==> config.mk <==
export PLATFORM = sky130hd
export DESIGN_NAME = pix_stream_unpack
export DESIGN_NICKNAME = d
export VERILOG_FILES = /design/src/rtl/pix_stream_unpack.sv
export SDC_FILE = /design/constraint.sdc
export NUM_CORES = 1
export LEC_CHECK = 0
export CAP_MARGIN = 20
export CORE_MARGIN = 3
export CORE_UTILIZATION = 40
export DETAILED_ROUTE_END_ITERATION = 16
export GPL_ROUTABILITY_DRIVEN = 0
export SYNTH_ARGS = -nofsm -noshare
export SYNTH_HDL_FRONTEND = slang
export SYNTH_SLANG_ARGS = --single-unit
==> constraint.sdc <==
create_clock -name clk -period 12.92 [get_ports clk]
set_input_delay 1.292 -clock clk [delete_from_list [all_inputs] [get_ports clk]]
set_output_delay 1.292 -clock clk [all_outputs]
set_load 0.02 [all_outputs]
==> src/rtl/pix_stream_unpack.sv <==
// rtl/pix_stream_unpack.sv - ping-pong word prefetch and per-pixel serialiser for the display path
module pix_stream_unpack #(
    parameter int               PIX_W        = 24,
    parameter int               PIX_PER_WORD = 10,
    parameter int               WORD_W       = PIX_W * PIX_PER_WORD,
    parameter bit               MSB_FIRST    = 1'b1,
    parameter bit               RESYNC       = 1'b1,
    parameter logic [PIX_W-1:0] BLANK_RGB    = PIX_W'(24'h00_fc_0d),
    parameter logic [PIX_W-1:0] UFLOW_RGB    = PIX_W'(24'hff_00_ff),
    parameter int               CNT_W        = 16
) (
    input  logic              clk,
    input  logic              rstn,
    input  logic              de_in,
    input  logic              hs_in,
    input  logic              vs_in,
    output logic              fifo_rd_en,
    input  logic [WORD_W-1:0] fifo_rdata,
    input  logic              fifo_empty,
    output logic [PIX_W-1:0]  pix_out,
    output logic              de_out,
    output logic              hs_out,
    output logic              vs_out,
    output logic              uflow_sticky,
    output logic [CNT_W-1:0]  uflow_cnt,
    input  logic              uflow_clr
);

    localparam int               IDX_W    = $clog2(PIX_PER_WORD);
    localparam logic [IDX_W-1:0] IDX_LAST = IDX_W'(PIX_PER_WORD - 1);

    logic [WORD_W-1:0] slot_data [2];
    logic [1:0]        slot_vld;
    logic              wp;
    logic              rp;
    logic [IDX_W-1:0]  pix_idx;
    logic [1:0]        occ;
    logic              rd_d;

    logic [WORD_W-1:0] cur_word;
    logic [PIX_W-1:0]  pix_arr [PIX_PER_WORD];

    logic              consume;
    logic              uflow_evt;
    logic              vs_rise;
    logic              drop;
    logic              issue;
    logic [1:0]        occ_dec;
    logic [1:0]        occ_left;
    logic [1:0]        occ_n;
    logic [1:0]        vld_n;
    logic              rp_n;
    logic [IDX_W-1:0]  idx_n;

    assign cur_word = slot_data[rp];

    for (genvar g = 0; g < PIX_PER_WORD; g++) begin : g_pix
        if (MSB_FIRST) begin : g_msb
            assign pix_arr[g] = cur_word[WORD_W-1-g*PIX_W -: PIX_W];
        end else begin : g_lsb
            assign pix_arr[g] = cur_word[g*PIX_W +: PIX_W];
        end
    end

    // vs_out is vs_in delayed by one cycle, so it doubles as the edge-detect history
    always_comb begin
        consume   = de_in & slot_vld[rp];
        uflow_evt = de_in & ~slot_vld[rp];
        vs_rise   = RESYNC & vs_in & ~vs_out;
        vld_n     = slot_vld;
        rp_n      = rp;
        idx_n     = pix_idx;
        occ_dec   = 2'd0;

        if (consume) begin
            if (pix_idx == IDX_LAST) begin
                vld_n[rp] = 1'b0;
                rp_n      = ~rp;
                idx_n     = '0;
                occ_dec   = 2'd1;
            end else begin
                idx_n = pix_idx + IDX_W'(1);
            end
        end

        // A partly consumed word is abandoned on frame start; whole words survive
        drop = vs_rise & (idx_n != '0);
        if (drop) begin
            vld_n[rp_n] = 1'b0;
            rp_n        = ~rp_n;
            idx_n       = '0;
            occ_dec     = occ_dec + 2'd1;
        end

        occ_left = occ - occ_dec;
        issue    = ~fifo_empty & ~fifo_rd_en & (occ_left < 2'd2);
        occ_n    = occ_left + {1'b0, issue};

        // The landing slot is never the one just freed, so this cannot clobber it
        if (rd_d) begin
            vld_n[wp] = 1'b1;
        end
    end

    always_ff @(posedge clk or negedge rstn) begin
        if (!rstn) begin
            fifo_rd_en   <= 1'b0;
            rd_d         <= 1'b0;
            slot_vld     <= 2'b00;
            wp           <= 1'b0;
            rp           <= 1'b0;
            pix_idx      <= '0;
            occ          <= 2'd0;
            pix_out      <= '0;
            de_out       <= 1'b0;
            hs_out       <= 1'b0;
            vs_out       <= 1'b0;
            uflow_sticky <= 1'b0;
            uflow_cnt    <= '0;
        end else begin
            fifo_rd_en <= issue;
            rd_d       <= fifo_rd_en;
            slot_vld   <= vld_n;
            rp         <= rp_n;
            pix_idx    <= idx_n;
            occ        <= occ_n;
            if (rd_d) begin
                wp <= ~wp;
            end

            de_out <= de_in;
            hs_out <= hs_in;
            vs_out <= vs_in;
            if (!de_in) begin
                pix_out <= BLANK_RGB;
            end else if (consume) begin
                pix_out <= pix_arr[pix_idx];
            end else begin
                pix_out <= UFLOW_RGB;
            end

            if (uflow_clr) begin
                uflow_sticky <= uflow_evt;
                uflow_cnt    <= uflow_evt ? CNT_W'(1) : '0;
            end else if (uflow_evt) begin
                uflow_sticky <= 1'b1;
                if (!(&uflow_cnt)) begin
                    uflow_cnt <= uflow_cnt + CNT_W'(1);
                end
            end
        end
    end

    always_ff @(posedge clk) begin
        if (rd_d) begin
            slot_data[wp] <= fifo_rdata;
        end
    end

endmodule

* After elaboration in Yosys (flattened, before gate mapping) *
Memory sizes are Yosys's and may differ from the RTL's.
Cells that the tools add are included.

storage, ports and cells
  memories = 1
  word-level logic and storage cells = 89
  input port bits = 247
  output and inout port bits = 45
  flip-flop bits (word level) = 56
  RAM bits = 480

cells by class
  equal/unequal tests = 2
  mux-type cells = 34
  add/subtract/negate cells = 5
  magnitude comparators = 8
  bitwise logic cells = 19
  reductions and logical operators = 7

memories
  memory     depth  bits a word  read ports  clocked after Yosys merged registers in  wr ports  line  source
  slot_data  2      240          1           0                                        1         32    logic [WORD_W-1:0] slot_data [2];

operator list
  operator                 number
  $bmux W24 S4             1
  $mux W24                 4
  $mux W16                 3
  $add A16 B1 Y16 const B  1
  $reduce_and A16 Y1       1
  $mux W1                  14
  $mux W2                  6
  $mux W4                  3
  $not A1 Y1               7
  $and A1 B1 Y1            6
  $lt A1 B2 Y1 const B     3
  $ge A5 B5 Y1 const B     1
  $not A4 Y5               1
  $add A4 B1 Y4 const B    1
  $and A2 B2 Y2            2
  $eq A4 B4 Y1 const B     1
  $not A2 Y2               2
  $reduce_bool A4 Y1       1
  $demux W1 S1             3
  $ge A1 B1 Y1 const B     3
  $logic_and A1 B1 Y1      3
  $add A2 B1 Y2            1
  $add A2 B1 Y2 const B    1
  $lt A2 B2 Y1 const B     1
  other kinds (5)          5

* Longest topological paths before layout *
Gate-level depths: netlist of run 1.

  depth after elaboration = 13
  mapped depth = 12
  gate-level depth less buffers = 10

* Least setup slack after synthesis of run 1 *
OpenSTA, ideal clock, no wires.

  path type = register to register
  start = register wp
  end = memory slot_data[0][0] in the netlist's numbering, enable pin
  path slack = 1.003 ns
  stages on the path, launching flop included = 2
  required time = 12.043 ns
  arrival = 11.040 ns
  path buffers = 0
  setup time = 0.877 ns
  clock period less this slack = 11.917 ns
  path through = dfrtp_1 -> nor2b_1

RTL lines
  what                    line  source
  start, declared         34    logic wp;
  start signal, assigned  128   wp <= ~wp;
  end, declared           32

No word-level cell before the write port.

* Worst setup path in the final report of run 1 *
  start = input port de_in
  end = register occ[1]

between the ends
  longest elaborated chain between the ends = 9
  elaborated cells on any way between the ends = 11
  classes of those cells = add/sub: 3; order compare: 1; mux: 3; bitwise: 3; reduce/logical: 1

ends and longest elaborated chain
  what                  line  source
  start, declared       14    input logic de_in,
  $and A1 B1 Y1 *       67    consume = de_in & slot_vld[rp];
  $mux W4               75    if (consume) begin
  $reduce_bool A4 Y1    87    drop = vs_rise & (idx_n != '0);
  $and A1 B1 Y1         87
  $mux W2 *             88    if (drop) begin
  $sub A2 B2 Y2 *       95    occ_left = occ - occ_dec;
  $lt A2 B2 Y1 *        96    issue = ~fifo_empty & ~fifo_rd_en & (occ_left < 2'd2);
  $and A1 B1 Y1 *       96
  net issue             47    logic issue;
  $add A2 B1 Y2 *       97    occ_n = occ_left + {1'b0, issue};
  net occ_n[1]          50    logic [1:0] occ_n;
  end signal, assigned  126   occ <= occ_n;
  end, declared         37    logic [1:0] occ;

The timed path passes the listed nets; every way through them passes the cells marked *.
A chain may end at the register's enable or synchronous reset.

==> run_results.csv, run 1 <==
group,metric,value,unit
status,status,"completed",
sta,finalHoldViolCount,0,
grt,grt_pass1_wl,71800,µm
sta,setup_slack,8.90,ns
synth,synth-main-ff-cell,"edfxtp_1",
run,drv_cap,0,
grt,grt_pass1_vias,11700,
hold_path,holdPathEnd,"rd_d$_DFF_PN0_",
grt,grt-ovfl-total,0,
hold_path,hold_path_startpoint,"fifo_rd_en$_DFF_PN0_",
pwr,leakagePower,0.00877,µW
sta,tns,0,ns
final_layout,area_growth,26.2,%
synth,yosysSeqAreaShare,76.3,%
critical_path,critPathMaxFanout,21,
pwr,p_switching,1550,µW
sta,slew_headroom,29.8,%
critical_path,reg2regPathDepth,10,
synth,syn_area,0.0207,mm²
pwr,power.total,5380,µW
routing,wl,48800,µm
synth,synth_nets,1308,
cts,clkTransAtPathRegs,0.06,ns
routing,antenna_left,0,
cts,post_cts_buffers,0,
critical_path,regToRegSetupSlack,9.00,ns
cts,worstSkewPairLatency,0.59,ns
pwr,combPwrFrac,25.9,%
grt,grtUsageTotal,17.8,%
die,dieHeight,234,µm
synth,synth_edf_count,480,
routing,dr.pass1.iters,7,
routing,via_count,10900,
critical_path,slowest_delay,0.96,ns
cts,cts_resized,0,
sta,rsz0062_at_grt,"no",
sta,final-setup-viol-count,0,
cts,cts.sink_count,536,
die,die_w,234,µm
pwr,peakVddDrop,0.000119,V
hold_path,hp-class,"reg -> reg",
critical_path,critPathSlowestCell,"clkdlybuf4s50_1",
final_layout,final_cells,2095,
pwr,p_int,3820,µW
die,start_util,40.9,%
die,rows,82,
cts,cts_tree,"built",
grt,grt_start_max_net_pins,92,
sta,period_share,31.1,%
synth,yosysUniqueCellTypes,56,
pwr,pwr-share-clk,28.6,%
die,die_area,0.0546,mm²
routing,drc_errors,0,
pwr,netSwitchingFraction,28.9,%
placed_design,dp_hpwl,32600,µm
placed_design,portBuffers,291,
critical_path,r2r_start,"pix_idx[3]$_DFF_PN0_",
final_layout,drive_gt1_share,14.8,%
synth,syn_area_per_cell,19.6,µm²
pwr,p_seq_share,45.5,%
cts,root_buffer,"clkbuf_16",
synth,async_reset_ff_share,10.4,%
die,io_pins,292,
sta,max_freq,0.249,GHz
routing,drt_iter0_drc,950,
pwr,p_per_area,206,mW/mm²
sta,fin_crit,4.02,ns
sta,hold_slack,0.434,ns
final_layout,num-nets-final,1619,
cts,cts-htree-levels,2,
routing,via_per_inst,5.23,
critical_path,worst_path_most_repeated_cell,"ha_1",
routing,wl_per_cell,23.3,µm
final_layout,final_common_cell,"edfxtp_1",
final_layout,final_cell_mix,"edfxtp_1, clkdlybuf4s50_1, mux4_2, mux2i_1, clkbuf_16",
placed_design,dpl.cell_count,1982,
synth,ys_seq_elements,536,
grt,antenna_found_initial,9,
cts,cts_buffers,55,
synth,synthCells,1057,
critical_path,r2r_end,"occ[1]$_DFF_PN0_",
cts,cts.path.max_buffers,3,
sta,finalMaxSlewViolations,0,
critical_path,worstSetupEndpointType,"flop",
critical_path,required,13.38,ns
placed_design,dp_slack,8.34,ns
cts,hold_buffers,0,
synth,yosys_warnings,0,
critical_path,worst_setup_path_start_kind,"input pin",
critical_path,crit_chain,"clkdlybuf4s50_1, nand2_1, nor3b_1, nor3_1, ha_1, ha_1, xnor2_1, xnor2_1, nor3_1, ha_1, xor2_1",
sta,worst_slew_pin_slew,1.05,ns
hold_path,worstHoldPathCells,0,
sta,fin_worst_skew,0.0162,ns
critical_path,cp.arrival,4.48,ns
die,fp.coreArea,0.0507,mm²
critical_path,crit_type,"in -> reg",
## worst max-delay path by stage
stage / start / end / slack (ns) / depth (start not counted)
after floorplan: wp$_DFFE_PN0P_ / slot_data[0][0]$_DFFE_PP_ / 1.00 / 1
after global placement: de_in / occ[1]$_DFF_PN0_ / 8.42 / 11
after detailed placement: de_in / occ[1]$_DFF_PN0_ / 8.34 / 11
after CTS: de_in / occ[1]$_DFF_PN0_ / 8.96 / 11
after global routing: de_in / occ[1]$_DFF_PN0_ / 8.58 / 11
final: de_in / occ[1]$_DFF_PN0_ / 8.90 / 11
## state kept, by name, summed over array words and instances, names as in the netlist
register and count:
rp 1, wp 1, de_out 1, slot_vld 2, rd_d 1, pix_idx 4
occ 2, slot_data 480, vs_out 1, pix_out 24, uflow_sticky 1, hs_out 1
uflow_cnt 16, fifo_rd_en 1
## power by group through the flow
stage	Clock, µW	Sequential (µW)	Combinational (µW)
global route	1650	2480	1510
global placement	0	2480	1410
finish	1540	2450	1390
floorplan	0	2560	933
CTS	1580	2460	1420
detailed placement	0	2490	1420
## per-stage QoR
step           instance area (µm²)  util [%]
2_1_floorplan                20700         -
3_3_place_gp                 24400      48.0
3_5_place_dp                 24400      48.0
4_1_cts                      26100      51.6
5_1_grt                      26200      51.6
6_report                     26200      51.6
## synth_stat cells, drive strengths merged (2+ instances only)
cell / n / share of area, %
edfxtp: 480 / 70
mux2i: 85 / 4.2
mux4: 84 / 9.1
dfrtp: 56 / 6.8
nand2: 47 / 0.85
a22oi: 41 / 1.5
buf: 27 / 0.80
clkbuf: 24 / 0.43
a21oi: 23 / 0.56
nor2: 20 / 0.36
nand4: 18 / 0.62
nor2b: 14 / 0.42
inv: 11 / 0.20
mux2: 9 / 0.49
nand3: 8 / 0.19
o21ai: 8 / 0.19
o31ai: 8 / 0.29
or2: 8 / 0.24
nor3: 7 / 0.17
o221ai: 7 / 0.30
o22ai: 6 / 0.18
or4: 6 / 0.22
nor4: 5 / 0.18
xnor2: 5 / 0.21
ha: 4 / 0.24
o211ai: 4 / 0.14
a22o: 3 / 0.13
and2: 3 / 0.091
and3: 3 / 0.091
nand2b: 3 / 0.091
o2111ai: 3 / 0.13
or3: 3 / 0.11
xor2: 3 / 0.13
a2111oi: 2 / 0.084
a211oi: 2 / 0.072
nand3b: 2 / 0.072
nand4b: 2 / 0.084
nor3b: 2 / 0.097
or4bb: 2 / 0.11
## area by class of cell
type	instances	area [µm²]
Fill cell	4140	24500
Timing Repair Buffer	305	3030
Multi-Input combinational cell	459	4630
Clock inverter	34	280
Antenna cell	8	20.0
Tap cell	672	841
Sequential cell	536	15800
Inverter	11	48.8
Clock buffer	70	1490
## per-layer routing
| layer | part of all wire (%) | global-route usage [%] | vias to the layer above |
|---|---|---|---|
| li1 | - | - | 4975 |
| met1 | 42 | 23.7 | 5591 |
| met2 | 50 | 29.3 | 299 |
| met3 | 6.1 | 4.29 | 79 |
| met4 | 2.4 | 5.13 | 4 |
| met5 | 0.049 | 0 | - |
## logic make-up (layout without fill, tap and decap cells)
| logic type | Yosys count | count (layout) | share of synthesized area (%) |
|---|---|---|---|
| DFF | 536 | 536 | 76.3 |
| muxes | 178 | 178 | 13.8 |
| and+or+nand+nor | 156 | 156 | 4.13 |
| AOI/OAI and AO/OA | 113 | 113 | 3.81 |
| buffers and inverters | 62 | 420 | 1.44 |
| xor gates and xnor gates | 8 | 8 | 0.338 |
| adders and majority gates | 4 | 4 | 0.241 |
| other | 0 | 8 | 0 |
## worst max-delay path: cells and delay by family
| kind | cells | cell delay, ns |
|---|---|---|
| xor+xnor | 3 | 0.53 |
| fa+ha+maj | 3 | 0.71 |
| buf+inv | 1 | 0.96 |
| simple gates | 4 | 0.99 |
No activity file was read; power rests on OpenSTA's default activity.
==> run 2: changes to the inputs <==
- clock period: 12.92 -> 3.72 ns (I/O delays scaled with it)
==> run_results.csv, run 2 (synthesis gave the netlist of run 1 again) <==
group,metric,value,unit
critical_path,r2r_start,"pix_idx[2]$_DFF_PN0_",
routing,wl,48700,µm
pwr,p_switching,5380,µW
cts,cts.path.max_buffers,3,
die,dieHeight,234,µm
die,fp.coreArea,0.0507,mm²
hold_path,holdPathEnd,"hs_out$_DFF_PN0_",
placed_design,portBuffers,291,
critical_path,cp.arrival,3.51,ns
routing,wl_per_cell,23.1,µm
sta,worst_slew_pin_slew,0.886,ns
final_layout,largest-register,"slot_data",
die,die_area,0.0546,mm²
pwr,netSwitchingFraction,28.8,%
critical_path,critPathMaxFanout,16,
cts,worstSkewPairLatency,0.60,ns
final_layout,final_cell_mix,"edfxtp_1, clkdlybuf4s50_1, mux4_2, mux2i_1, clkbuf_16",
routing,antenna_left,0,
pwr,p_seq_share,44.7,%
final_layout,final_common_cell,"edfxtp_1",
die,io_pins,292,
final_layout,largest_register_ffs,480,
cts,root_buffer,"clkbuf_16",
grt,grt_pass1_wl,71800,µm
grt,grt-ovfl-total,0,
cts,cts_tree,"built",
pwr,combPwrFrac,27.3,%
sta,period_share,81.8,%
status,status,"completed",
pwr,pwr-share-clk,28.0,%
sta,max_freq,0.329,GHz
cts,clkTransAtPathRegs,0.06,ns
sta,slew_headroom,40.7,%
final_layout,final_area,0.0263,mm²
critical_path,regToRegSetupSlack,0.68,ns
die,start_util,40.9,%
sta,final-setup-viol-count,0,
pwr,p_int,13300,µW
sta,hold_slack,0.224,ns
critical_path,reg2regPathDepth,11,
critical_path,required,4.19,ns
routing,dr.pass1.iters,4,
die,rows,82,
routing,via_per_inst,5.21,
placed_design,dp_hpwl,32400,µm
final_layout,top_regs,"slot_data (480), pix_out (24), uflow_cnt (16)",
sta,fin_crit,3.04,ns
die,die_w,234,µm
sta,setup_slack,0.678,ns
sta,finalHoldViolCount,0,
placed_design,dpl_cell_area,0.0246,mm²
final_layout,area_growth,26.8,%
routing,drt_iter0_drc,875,
routing,via_count,11000,
cts,cts.sink_count,536,
sta,tns,0,ns
run,drv_cap,0,
hold_path,worstHoldPathCells,1,
sta,rsz0062_at_grt,"no",
cts,cts_buffers,55,
critical_path,worstSetupEndpointType,"flop",
final_layout,num-nets-final,1633,
pwr,p_per_area,710,mW/mm²
final_layout,fin_util,51.9,%
grt,grt_start_max_net_pins,98,
grt,grt_pass1_vias,11700,
routing,drc_errors,0,
sta,finalMaxSlewViolations,0,
pwr,leakagePower,0.00881,µW
hold_path,hold_path_startpoint,"hs_in",
hold_path,hp-class,"in -> reg",
pwr,peakVddDrop,0.000433,V
sta,fin_worst_skew,0.0177,ns
grt,antenna_found_initial,18,
placed_design,dp_slack,0.433,ns
critical_path,worst_setup_path_start_kind,"flop",
cts,cts-htree-levels,2,
critical_path,r2r_end,"occ[1]$_DFF_PN0_",
grt,grtUsageTotal,17.8,%
final_layout,drive_gt1_share,14.9,%
critical_path,crit_type,"reg -> reg",
==> run 2: cell types whose count changed in the layout (fill, tap and decap cells not counted), moves of 2 or more <==
cell and change:
clkinv_2 -8, buf_4 +6, diode_2 -2, buf_12 +7, clkbuf_1 +8, bufinv_16 -2
==> run 2: layer usage <==
layer	global-route usage (%)	share of wire (%)
met1	23.0	42
met2	29.2	49
met3	5.83	6.9
met4	4.42	1.8
met5	0	0.33
==> run 2: layout make-up <==
class / instances / area (µm²)
inverters: 11 / 45.0
clock buffers: 79 / 1550
well taps: 672 / 841
repair buffers: 319 / 3220
diodes: 6 / 15.0
multi-input cells: 459 / 4630
clock inverters: 22 / 173
fillers: 4151 / 24400
flip-flops and latches: 536 / 15800
==> run 2: worst max-delay path by stage <==
stage / start / endpoint / slack (ns) / cells past startpoint
CTS: pix_idx[2]$_DFF_PN0_ / occ[1]$_DFF_PN0_ / 0.68 / 11
global route: pix_idx[2]$_DFF_PN0_ / occ[1]$_DFF_PN0_ / 0.44 / 11
floorplan: wp$_DFFE_PN0P_ / slot_data[1][0]$_DFFE_PP_ / -0.77 / 2
global placement: de_in / occ[1]$_DFF_PN0_ / 0.50 / 11
detailed placement: de_in / occ[1]$_DFF_PN0_ / 0.43 / 11
finish: pix_idx[2]$_DFF_PN0_ / occ[1]$_DFF_PN0_ / 0.68 / 11
==> run 2: power by group through the flow <==
stage	combinational, µW	sequential (µW)	clock [µW]
after global routing	5540	8440	5620
after CTS	5210	8350	5380
after global placement	5190	8410	0
final	5090	8340	5230
after floorplan	3240	8660	0
after detailed placement	5200	8460	0
==> run 2: what timing repair did <==
action	CTS	global route
buffers inserted	0	0
hold buffers	1	0
hold endpoints to repair	56	0
gates resized for setup	0	0
==> run 2: through the flow <==
stage                     power [µW]  instances
final                          18700       2104
after floorplan                11900       1057
after detailed placement       13700       1996
after global placement         13600       1996
after CTS                      18900       2098
after global routing           19600       2100
==> run 2: critical path: stages (launching register included) <==
cell and delay, ns:
dfrtp_1 0.56, nor3b_2 0.22, buf_4 0.21, nor3b_1 0.43, nor3_1 0.17, ha_1 0.31
ha_1 0.19, xnor2_1 0.14, xnor2_1 0.22, nor3_1 0.10, ha_1 0.21, xor2_1 0.15
